**config.mk**
```make
export PLATFORM = sky130hd
export DESIGN_NAME = if_fetch_ctrl
export DESIGN_NICKNAME = d
export VERILOG_FILES = /design/src/rtl/pipeline_pkg.sv /design/src/rtl/fetch_wait_counter.sv /design/src/rtl/if_fetch_ctrl.sv
export SDC_FILE = /design/constraint.sdc
export NUM_CORES = 1
export LEC_CHECK = 0
export CAP_MARGIN = 10
export CORE_MARGIN = 3
export CORE_UTILIZATION = 37
export CTS_CLUSTER_DIAMETER = 120
export DETAILED_ROUTE_END_ITERATION = 10
export GPL_ROUTABILITY_DRIVEN = 0
export PLACE_DENSITY = 0.78
export REMOVE_ABC_BUFFERS = 1
export SLEW_MARGIN = 20
export SYNTH_ARGS = -nofsm -noshare
export SYNTH_HDL_FRONTEND = slang
export SYNTH_SLANG_ARGS = --single-unit
```
**constraint.sdc**
```tcl
create_clock -name clk -period 1.66 [get_ports clk]
set_input_delay 0.332 -clock clk [delete_from_list [all_inputs] [get_ports clk]]
set_output_delay 0.332 -clock clk [all_outputs]
set_load 0.01 [all_outputs]
```
**src/rtl/pipeline_pkg.sv**
```systemverilog
// Shared fetch-stage definitions: FSM state encoding, default address width, wait-counter width.
// No logic; no latency; no backpressure.
// Imported by fetch_wait_counter and if_fetch_ctrl.
package pipeline_pkg;

  typedef enum logic {
    RUN   = 1'b0,
    REDIR = 1'b1
  } fetch_state_t;

  localparam int ADDR_W_DEF = 32;

  // Wide enough to hold WAIT_CYCLES, never narrower than one bit.
  function automatic int cnt_width(input int wait_cycles);
    int w;
    w = $clog2(wait_cycles + 1);
    return (w < 1) ? 1 : w;
  endfunction

endpackage

```
**src/rtl/fetch_wait_counter.sv**
```systemverilog
// Per-fetch wait-state counter: reload to WAIT_CYCLES, count down to zero, hold.
// Registered, one-cycle update; load wins over decrement.
// Holds its value whenever neither load nor dec is asserted.
module fetch_wait_counter
  import pipeline_pkg::*;
#(
  parameter int WAIT_CYCLES = 2,
  parameter int CNT_W       = cnt_width(WAIT_CYCLES)
) (
  input  logic clk,
  input  logic rst,
  input  logic load,
  input  logic dec,
  output logic zero
);

  localparam logic [CNT_W-1:0] RELOAD = CNT_W'(WAIT_CYCLES);

  logic [CNT_W-1:0] cnt;

  always_ff @(posedge clk) begin
    if (rst || load) begin
      cnt <= RELOAD;
    end else if (dec && (cnt != '0)) begin
      cnt <= cnt - CNT_W'(1);
    end
  end

  assign zero = (cnt == '0);

endmodule

```
**src/rtl/if_fetch_ctrl.sv**
```systemverilog
// IF sequencing: wait states per fetch, stall merge, pending branch redirect (opt. IF_FETCH_CTRL_PERF_EN counters).
// Redirect: flush same cycle, Branch_Tacken next cycle, PC at target one cycle later when unstalled.
// mem_stall holds everything incl. a pending redirect; hazard holds IF only in RUN.
module if_fetch_ctrl
  import pipeline_pkg::*;
#(
  parameter int WAIT_CYCLES = 2,
  parameter int ADDR_W      = ADDR_W_DEF
) (
  input  logic              clk,
  input  logic              rst,
  input  logic              hazard,
  input  logic              mem_stall,
  input  logic              ex_branch_taken,
  input  logic [ADDR_W-1:0] ex_branch_addr,
  output logic              freeze,
  output logic              Branch_Tacken,
  output logic [ADDR_W-1:0] Branch_Address,
  output logic              flush,
  output logic              fetch_valid
`ifdef IF_FETCH_CTRL_PERF_EN
  ,
  output logic [31:0]       stall_cycles,
  output logic [31:0]       redirect_count
`endif
);

  fetch_state_t state, state_nxt;
  logic         cnt_load;
  logic         cnt_dec;
  logic         cnt_zero;
  logic         redir_done;
  logic         run_freeze;

  fetch_wait_counter #(
    .WAIT_CYCLES(WAIT_CYCLES)
  ) u_wait (
    .clk  (clk),
    .rst  (rst),
    .load (cnt_load),
    .dec  (cnt_dec),
    .zero (cnt_zero)
  );

  always_ff @(posedge clk) begin
    if (rst) begin
      state <= RUN;
    end else begin
      state <= state_nxt;
    end
  end

  always_ff @(posedge clk) begin
    if (rst) begin
      Branch_Address <= '0;
    end else if (ex_branch_taken) begin
      Branch_Address <= ex_branch_addr;
    end
  end

  // A fresh branch outranks completing the one already pending.
  assign redir_done = (state == REDIR) && !ex_branch_taken && !mem_stall;

  always_comb begin
    state_nxt = state;
    if (ex_branch_taken) begin
      state_nxt = REDIR;
    end else if (redir_done) begin
      state_nxt = RUN;
    end
  end

  assign run_freeze = mem_stall || hazard || !cnt_zero;

  always_comb begin
    freeze        = run_freeze;
    fetch_valid   = !run_freeze;
    Branch_Tacken = 1'b0;
    case (state)
      REDIR: begin
        freeze        = mem_stall;
        fetch_valid   = 1'b0;
        Branch_Tacken = 1'b1;
      end
      default: ;
    endcase
  end

  assign flush = ex_branch_taken;

  // Wait count keeps draining under hazard: the memory access is already in flight.
  assign cnt_dec  = (state == RUN) && !ex_branch_taken && !mem_stall && !cnt_zero;
  assign cnt_load = redir_done ||
                    ((state == RUN) && !ex_branch_taken && !run_freeze);

`ifdef IF_FETCH_CTRL_PERF_EN
  always_ff @(posedge clk) begin
    if (rst) begin
      stall_cycles   <= '0;
      redirect_count <= '0;
    end else begin
      if ((state == RUN) && freeze) begin
        stall_cycles <= stall_cycles + 32'd1;
      end
      if (redir_done) begin
        redirect_count <= redirect_count + 32'd1;
      end
    end
  end
`endif

endmodule

```
### After elaboration in Yosys (flattened, before gate mapping)

Cells that the tools add are included.

* word-level logic and storage cells: 28
* output and inout port bits: 36
* bits in registers: 35

* reductions and logical operators: 18
* bitwise operators: 1
* muxes and demuxes: 5
* add/subtract/negate cells: 1

Operators with widths (count)
* $logic_and A1 B1 Y1: 7
* $mux W1: 5
* $logic_not A1 Y1: 4
* $logic_or A1 B1 Y1: 4
* $reduce_bool A2 Y1: 2
* $logic_not A2 Y1: 1
* $sub A2 B1 Y2 const B: 1
* $not A1 Y1: 1

### Longest topological paths before layout

Gate-level depths: netlist (run 1).

* depth after elaboration: 7
* gate-level depth with buffers: 5
* gate-level depth less buffers: 5

### Hierarchy

Synthesis (run 1) repeated with hierarchy kept, for this count alone.

* cells, all modules: 125
* area total of the unflattened synthesis: 1365.1 um^2

By module, submodules not included
* if_fetch_ctrl: cells each 114, times used 1, sequential area each 660.6 um^2, area an instance 1257.5 um^2
* fetch_wait_counter: cells each 11, times used 1, sequential area each 40.0 um^2, area an instance 107.6 um^2

### Worst setup path before layout (run 1)

OpenSTA, ideal clock, no wires.

* path kind: register to output
* start point: register u_wait.cnt[0]
* end point: output fetch_valid
* required time: 1.328 ns
* arrival time: 1.072 ns
* path slack: 0.256 ns
* stages on the path, launching flop included: 5
* cells stage by stage: dfxtp_1 > inv_1 > ha_1 > nor2b_1 > nor3b_1

* cells in the longest elaborated chain, start to end: 5

RTL lines
* from (decl): RTL line fetch_wait_counter.sv:19 `logic [CNT_W-1:0] cnt;`
* from (signal assigned): RTL line fetch_wait_counter.sv:25 `cnt <= cnt - CNT_W'(1);`
* $logic_not A2 Y1: RTL line fetch_wait_counter.sv:29 `assign zero = (cnt == '0);`
* $logic_not A1 Y1: RTL line if_fetch_ctrl.sv:73 `assign run_freeze = mem_stall || hazard || !cnt_zero;`
* $logic_or A1 B1 Y1: RTL line if_fetch_ctrl.sv:73
* $logic_not A1 Y1: RTL line if_fetch_ctrl.sv:77 `fetch_valid = !run_freeze;`
* $mux W1: RTL line if_fetch_ctrl.sv:79 `case (state)`
* to (decl): RTL line if_fetch_ctrl.sv:20 `output logic fetch_valid`

Every way passes these cells.

### Final worst setup path (run 1)

* start point: register u_wait.cnt[1]
* end point: output fetch_valid

Same word-level chain as after synthesis.

==> results of run 1 <==
-- metal layers --
layer,vias to the layer above,wire length (um)
met5,-,0
met4,0,42
met3,4,387
met2,49,1660
met1,545,1300
li1,567,-
-- critical path, delay by kind of cell, from the launching register on --
kind | cells | cell delay, ns
flip-flops | 1 | 0.32
adder cells (fa/ha/maj) | 1 | 0.13
buffers and inverters | 2 | 0.21
AND/OR/NAND/NOR | 2 | 0.30
-- layout make-up --
type,instances,share of cell area
timing repair buffer,83,0.364
inverter,2,0.00346
tap,44,0.0254
clock buffer,6,0.0190
sequential,35,0.325
multi-input combinational,77,0.263
-- worst min path at each step --
stage                                     from                              end  slack [ns]  cells past startpoint
3_3_place_gp   Branch_Address[11]$_SDFFE_PP0P_  Branch_Address[11]$_SDFFE_PP0P_        0.47                      2
5_1_grt                        ex_branch_taken       u_wait.cnt[1]$_SDFFE_PP1P_        0.51                      4
3_5_place_dp    Branch_Address[6]$_SDFFE_PP0P_   Branch_Address[6]$_SDFFE_PP0P_        0.48                      2
2_1_floorplan                              rst   Branch_Address[0]$_SDFFE_PP0P_        0.40                      1
4_1_cts                        ex_branch_taken       u_wait.cnt[1]$_SDFFE_PP1P_        0.50                      4
6_report                       ex_branch_taken       u_wait.cnt[1]$_SDFFE_PP1P_        0.49                      4
-- cells in the mapped netlist --
cell | instances | share of area
ha_1 | 1 | 0.0096
buf_4 | 1 | 0.0058
o21bai_1 | 1 | 0.0058
nor3_1 | 1 | 0.0038
xnor2_1 | 1 | 0.0067
nor3b_1 | 1 | 0.0058
buf_2 | 3 | 0.012
nor2b_1 | 1 | 0.0048
buf_6 | 1 | 0.0086
nor4_4 | 1 | 0.016
or3_1 | 1 | 0.0048
o21a_1 | 1 | 0.0058
dfxtp_1 | 35 | 0.54
a21oi_1 | 1 | 0.0038
mux2i_1 | 33 | 0.25
inv_1 | 2 | 0.0058
nor2_1 | 34 | 0.098
clkbuf_1 | 4 | 0.012
-- logic make-up after synthesis --
logic type,Yosys count,share of synthesized area
multiplexers,33,0.254
XOR/XNOR,1,0.00673
adder cells (fa/ha/maj),1,0.00960
flip-flops,35,0.538
AND/OR/NAND/NOR,39,0.134
AO/OA/AOI/OAI,3,0.0154
buffers and inverters,11,0.0432
-- per-stage QoR --
step / setup slack [ns] / cell area, um^2
floorplan: 0.256 / 1250
global placement: -0.360 / 2090
detailed placement: -0.371 / 2090
global route: -0.0478 / 2170
finish: 0.0346 / 2170
CTS: -0.0446 / 2140
-- sequential cells by signal, summed over array words and instances, names as in the netlist --
register	cells
Branch_Address	32
u_wait.cnt	2
state	1
-- timing repair --
| item | 4_1_cts | 5_1_grt |
|---|---|---|
| setup endpoints to repair | 3 | 3 |
| cloned | 0 | 0 |
| pin swaps | 0 | 1 |
| buffers inserted | 0 | 2 |
| resized for setup | 13 | 6 |
-- power by group --
part	total (W)	internal, W	leakage [nW]	switching (W)
Combinational	0.000368	0.000232	0.631	0.000136
Sequential	0.000921	0.000891	0.290	0.0000297
Clock	0.000407	0.000151	0.0242	0.000256
==> impl_metrics.toml, run 1 <==
[clocking]
cts_root_buf = "clkbuf_4"
cts_sinks = 35
insertion_delay_ns = 0.33
cts_made_buffers = 5
clk_pin_slew_ns = 0.10
cts_tree = "built"
htreeDepth = 2
ctsHoldBuffers = 0
cts_buffer_depth = 2

[detailed_routing]
via_per_inst = 4.72
wl_um = 3390
wire_per_inst_um = 13.7
drc = 0
ant_nets = 0
first_iter_violations = 19
drt-pass1-iter-count = 3
vias = 1165

[power]
fin_total_pwr_w = 0.00170
peakVddDrop_v = 0.000508
p_leak_nw = 0.945
p_per_area_mw_per_mm2 = 781

[critical_path]
crit_path_end = "fetch_valid"
r2r_cells = 7
timing.rr.end = "u_wait.cnt[1]$_SDFFE_PP1P_"
crit_chain = "inv_2, ha_4, nor2b_4, nor3b_2, buf_2"
crit_fanout = 3
critical_path_class = "register to primary output"
critPathLaunchType = "register"
cp.required_ns = 1.33
cp.arrival_ns = 1.29
max_stage_delay_ns = 0.32
endpoint_kind = "primary output"
cpMaxStageDelayCell = "dfxtp_1"
r2r_start = "u_wait.cnt[0]$_SDFFE_PP0P_"
crit_start = "u_wait.cnt[1]$_SDFFE_PP1P_"
regToRegSetupSlack_ns = 0.17

[global_routing]
grt_max_degree = 26
antenna_found_initial = 0
use_met2 = 0.293
grt_use_total = 0.183
grt_use_met3 = 0.111
overflow = 0
grt.met1_usage = 0.200
busiest_layer = "met2"
grt_pass1_vias = 1258
grt_pass1_wl_um = 5870

[logic_synthesis]
ys_types = 18
syn_inst = 123
yosys_warnings = 0
ys_ff_latch = 35
ys_seq_area_frac = 0.538
synthesis.area_mm2 = 0.00130
avgSynthCellArea_um2 = 10.6

[status]
status = "finished, final reports clean"

[cells_and_area]
layout_common_cells = "68 x clkdlybuf4s50_1, 34 x nor2_1, 33 x dfxtp_1, 33 x mux2i_1, 11 x buf_4"
nFillCells = 279
area_growth_pct = 66.7
final_common_cell = "clkdlybuf4s50_1"
multi_input_area_um2 = 571
final_cells = 247
fin_util = 0.678
final_nets = 242
regArea_um2 = 706
drive_above_1_share = 0.133
diodes = 0

[place]
dp_hpwl_um = 2560
dp.cells = 239
port_buffers = 72

[timing]
rsz0062_at_grt = "true"
setup_viol = 0
worst_slew_pin_slew_ns = 0.400
drv_slew = 0
holdWs_ns = 0.492
maxSlewHeadroom = 0.733
period_needed_ns = 1.63
finalCritPeriodShare = 0.979
finalSetupTns_ns = 0
fmax_mhz = 615
fin_skew_ns = 0.00118
hold_viol = 0

[floorplanning]
initial_core_util = 0.407
die-width_um = 65.3
die_y_um = 65.3
core_mm2 = 0.00320
ios = 73
die_area_mm2 = 0.00427
rows = 20

[job]
cap_violations = 0

[min_path]
hold_class = "primary input to register"
Power figures use the tool's default switching activity.
==> inputs of run 2 (changes only) <==
Settings changed: CORE_UTILIZATION 37 to 34, PLACE_DENSITY 0.78 to 0.75.
Clock period 1.66 ns to 1.4 ns, I/O delays scaled along.
==> run 2 against run 1 <==
Clock power increased by 55%. Non-clock buffer count increased by 3. First-iteration DRC count increased by 110%. Via count decreased by 4.9%. Critical path depth increased by 1. Die area increased by 8.0%. The run now ends with negative setup slack left. Routed wire length decreased by 6.9%. Combinational power increased by 10%. Critical path type unchanged. Sequential share of layout area decreased by 0.32 points. Clock skew increased by 0.0015 ns.
==> impl_metrics.toml, run 2 (synthesized netlist as in run 1, its figures left out) <==
[critical_path]
path_buf_inv = 3
critical_path_class = "register to primary output"
cpMaxStageDelayCell = "dfxtp_2"
timing.rr.end = "u_wait.cnt[1]$_SDFFE_PP1P_"
r2r_cells = 7
crit_fanout = 2
critPathLaunchType = "register"
r2r_start = "u_wait.cnt[0]$_SDFFE_PP0P_"
crit_chain = "inv_2, ha_4, nor2b_4, buf_6, o21bai_1, buf_2"
endpoint_kind = "primary output"
cp.arrival_ns = 1.28
cp.required_ns = 1.12
max_stage_delay_ns = 0.33
cpLargestDelayFamily = "flip-flops"
regToRegSetupSlack_ns = -0.10

[timing]
finalCritPeriodShare = 1.11
rsz0062_at_grt = "true"
maxSlewHeadroom = 0.818
fin_skew_ns = 0.00272
hold_viol = 0
worst_slew_pin_slew_ns = 0.273
setup_viol = 3
fmax_mhz = 643
period_needed_ns = 1.56
drv_slew = 0
fin_ws_ns = -0.156
holdWs_ns = 0.344

[clocking]
ctsHoldBuffers = 0
htreeDepth = 2
cts_buffer_depth = 2
insertion_delay_ns = 0.28
cts_sinks = 35
cts_tree = "built"
cts_made_buffers = 5
clk_pin_slew_ns = 0.06
cts_root_buf = "clkbuf_8"

[power]
p_clk_frac = 0.297
peakVddDrop_v = 0.000560
p_per_area_mw_per_mm2 = 973
p_sw_frac = 0.232
pwr-share-seq = 0.512
p_int_w = 0.00163
netSwitchingPower_w = 0.000493
p_leak_nw = 1.08
combinationalPowerShare = 0.191

[floorplanning]
rows = 21
core_mm2 = 0.00352
ios = 73
initial_core_util = 0.370
die_y_um = 67.9
die-width_um = 67.9
die_area_mm2 = 0.00461

[detailed_routing]
wl_um = 3160
wire_per_inst_um = 12.5
first_iter_violations = 40
drc = 0
vias = 1108
drt-pass1-iter-count = 3
via_per_inst = 4.40
ant_nets = 0

[cells_and_area]
area_growth_pct = 67.7
fin_util = 0.620
final_common_cell = "clkdlybuf4s50_1"
drive_above_1_share = 0.146
largestRegisters = "Branch_Address x32, u_wait.cnt x2, state x1"
largest_reg_flops = 32
diodes = 0
layout_common_cells = "36 x clkdlybuf4s50_1, 34 x nor2_1, 33 x dfxtp_1, 33 x mux2i_1, 33 x dlygate4sd2_1"
largest_register = "Branch_Address"
final_nets = 245

[global_routing]
grt_max_degree = 19
overflow = 0
grt_pass1_wl_um = 4760
grt_use_total = 0.140
antenna_found_initial = 0
grt_pass1_vias = 1043

[min_path]
holdPathEnd = "state$_SDFFE_PP0P_"
whs_path_depth = 3
hold_class = "primary input to register"
worst_hold_startpoint = "ex_branch_taken"

[status]
violations = "negative setup slack"
status = "finished, violations left"

[place]
port_buffers = 72
dp_hpwl_um = 2310
post-place-ws_ns = -0.459

[job]
cap_violations = 0
[run 2: cell count changes in the layout (fill, tap and decap cells not counted), moves of 2 or more]
cell             delta
clkbuf_4            -5
dlygate4sd2_1      +33
clkbuf_8            +5
clkdlybuf4s50_1    -32
buf_4               +2
[run 2: worst max-delay path by stage]
| stage | end | slack (ns) | startpoint | cells after the start |
|---|---|---|---|---|
| after floorplan | fetch_valid | 0.05 | u_wait.cnt[0]$_SDFFE_PP0P_ | 4 |
| after global routing | freeze | -0.23 | u_wait.cnt[0]$_SDFFE_PP0P_ | 6 |
| after CTS | freeze | -0.19 | u_wait.cnt[0]$_SDFFE_PP0P_ | 6 |
| after global placement | freeze | -0.44 | hazard | 5 |
| final | freeze | -0.16 | u_wait.cnt[0]$_SDFFE_PP0P_ | 6 |
| after detailed placement | freeze | -0.46 | hazard | 5 |
[run 2: timing repair]
action,in CTS,in global routing
setup buffers,2,2
endpoints found under the setup margin,36,4
pin swaps,4,4
gates resized for setup,50,1
[run 2: through the flow]
step                area [um^2]  setup TNS (ns)  power, W  std cells
CTS                        2180          -0.386   0.00216        251
global placement           2110           -1.27   0.00153        243
finish                     2180          -0.361   0.00213        252
detailed placement         2110           -1.33   0.00154        243
global route               2180          -0.568   0.00224        252
floorplan                  1250               0   0.00124        114
[run 2: tightest hold or removal path: stages]
cell     delay [ns]
buf_2          0.17
a21oi_1        0.06
nor2_1         0.07
[run 2: cell type report]
cell class              instances  area [um^2]
fillers                       315         1340
repair buffers                 86          773
flip-flops and latches         35          703
multi-input cells              77          571
clock buffers                   6         72.6
well taps                      46         57.6
inverters                       2         7.51
[run 2: power groups by stage]
stage	Combinational [W]	Clock (W)	Sequential [W]
floorplan	0.000104	0	0.00114
finish	0.000405	0.000632	0.00109
detailed placement	0.000431	0	0.00111
CTS	0.000408	0.000669	0.00109
global placement	0.000424	0	0.00111
global route	0.000442	0.000700	0.00109
[run 2: routing by layer]
layer  part of all wire  global-route usage  vias to the layer above
li1                   -                   -                      568
met1               0.42               0.159                      490
met2               0.47               0.238                       47
met3              0.097              0.0443                        3
met4              0.014              0.0670                        0
met5                  0                   0                        -
==> inputs of run 3 (changes only) <==
Settings changed: RECOVER_POWER set to 25.
==> run 3 against run 2 <==
Critical endpoint unchanged. Global-route usage did not move. Via count fell by 0.18%. Power decreased by 0.13%. The flow still finishes with violations (negative setup slack). Hold slack worse by 0.0022 ns. Combinational power about the same. Clock skew hardly changed. Final cell count did not move. Largest cell class unchanged. Setup slack about the same.
==> impl_metrics.toml, run 3 (synthesized netlist as in run 1, its figures left out) <==
[timing]
hold_viol = 0
finalSetupTns_ns = -0.363
fin_skew_ns = 0.00262
holdWs_ns = 0.342
fmax_mhz = 643
maxSlewHeadroom = 0.775
rsz0062_at_grt = "true"
period_needed_ns = 1.56
drv_slew = 0
fin_ws_ns = -0.156
setup_viol = 3
worst_slew_pin_slew_ns = 0.337
finalCritPeriodShare = 1.11

[clocking]
htreeDepth = 2
cts_tree = "built"
insertion_delay_ns = 0.28
cts_buffer_depth = 2
cts_made_buffers = 5
cts_sinks = 35
clk_pin_slew_ns = 0.06
cts_root_buf = "clkbuf_8"

[status]
status = "finished, violations left"
violations = "negative setup slack"

[critical_path]
critPathLaunchType = "register"
cp.arrival_ns = 1.28
max_stage_delay_ns = 0.33
path_buf_inv = 3
crit_chain = "inv_2, ha_4, nor2b_4, buf_6, o21bai_1, buf_2"
cpMaxStageDelayCell = "dfxtp_2"
regToRegSetupSlack_ns = -0.10
critical_path_class = "register to primary output"
cpLargestDelayFamily = "flip-flops"
cp.required_ns = 1.12
crit_start = "u_wait.cnt[0]$_SDFFE_PP0P_"
crit_fanout = 2
r2r_start = "u_wait.cnt[0]$_SDFFE_PP0P_"
endpoint_kind = "primary output"

[floorplanning]
die-width_um = 67.9
core_mm2 = 0.00352
ios = 73
initial_core_util = 0.370
die_area_mm2 = 0.00461
die_y_um = 67.9
rows = 21

[place]
placed_area_mm2 = 0.00211
dp_hpwl_um = 2310
dp.cells = 243
port_buffers = 72

[min_path]
worst_hold_startpoint = "ex_branch_taken"
hold_class = "primary input to register"

[power]
fin_total_pwr_w = 0.00212
peakVddDrop_v = 0.000560
p_leak_nw = 1.08
p_per_area_mw_per_mm2 = 974

[global_routing]
grt_pass1_vias = 1043
grt_use_total = 0.140
grt_max_degree = 19
overflow = 0
grt_pass1_wl_um = 4760
antenna_found_initial = 0

[detailed_routing]
first_iter_violations = 40
dr_wl_met2_um = 1480
wl_met1_um = 1320
via_per_inst = 4.39
drc = 0
wl_met3_um = 319
ant_nets = 0
wire_per_inst_um = 12.5
top_layer_used = "met4"
drt-pass1-iter-count = 4
wl_um = 3160
vias = 1106

[cells_and_area]
final_nets = 245
final_cells = 252
diodes = 0
largestRegisters = "Branch_Address x32, u_wait.cnt x2, state x1"
drive_above_1_share = 0.146
nFillCells = 317
area_growth_pct = 67.3
largest_reg_flops = 32
fin_area_mm2 = 0.00218
largest_register = "Branch_Address"
final_common_cell = "clkdlybuf4s50_1"
layout_common_cells = "35 x clkdlybuf4s50_1, 34 x nor2_1, 33 x dfxtp_1, 33 x mux2i_1, 33 x dlygate4sd2_1"

[job]
cap_violations = 0
run 3: layer usage:
layer,vias to the layer above,track usage
li1,568,-
met1,486,0.159
met2,49,0.238
met3,3,0.0443
met4,0,0.0670
met5,-,0
run 3: timing repair:
item                                    CTS  global route
setup buffers                             2             2
hold endpoints to repair                  0             0
pin swaps                                 4             4
hold buffers                              0             0
endpoints found under the setup margin   36             4
resized for setup                        50             1
run 3: worst paths after layout:
| kind | end | cells past startpoint |
|---|---|---|
| worst max-delay path | freeze | 6 |
| worst min-delay path | state$_SDFFE_PP0P_ | 3 |
| worst min register to register | Branch_Address[28]$_SDFFE_PP0P_ | 2 |
| worst max register to register | u_wait.cnt[1]$_SDFFE_PP1P_ | 7 |
run 3: worst min-delay path, delay by kind of cell:
kind                   cells  cell delay [ns]
AO/OA/AOI/OAI              1             0.06
AND/OR/NAND/NOR            1             0.07
buffers and inverters      1             0.17
run 3: final cells by class:
cell class	instances	area, um^2	area share
Clock buffer	6	72.6	0.0333
Inverter	2	7.51	0.00344
Multi-Input combinational cell	77	571	0.262
Sequential cell	35	703	0.323
Tap cell	46	57.6	0.0264
Timing Repair Buffer	86	768	0.352
run 3: per-stage QoR:
step | util | worst slack (ns)
2_1_floorplan | - | 0.0483
3_3_place_gp | 0.599 | -0.442
3_5_place_dp | 0.599 | -0.459
4_1_cts | 0.618 | -0.193
5_1_grt | 0.619 | -0.227
6_report | 0.619 | -0.156
run 3: where the power goes:
| group | total [W] | switching (W) | internal (W) |
|---|---|---|---|
| clock | 0.000631 | 0.000301 | 0.000330 |
| sequential | 0.00109 | 0.0000293 | 0.00106 |
| combinational | 0.000403 | 0.000162 | 0.000241 |
| total | 0.00212 | 0.000492 | 0.00163 |
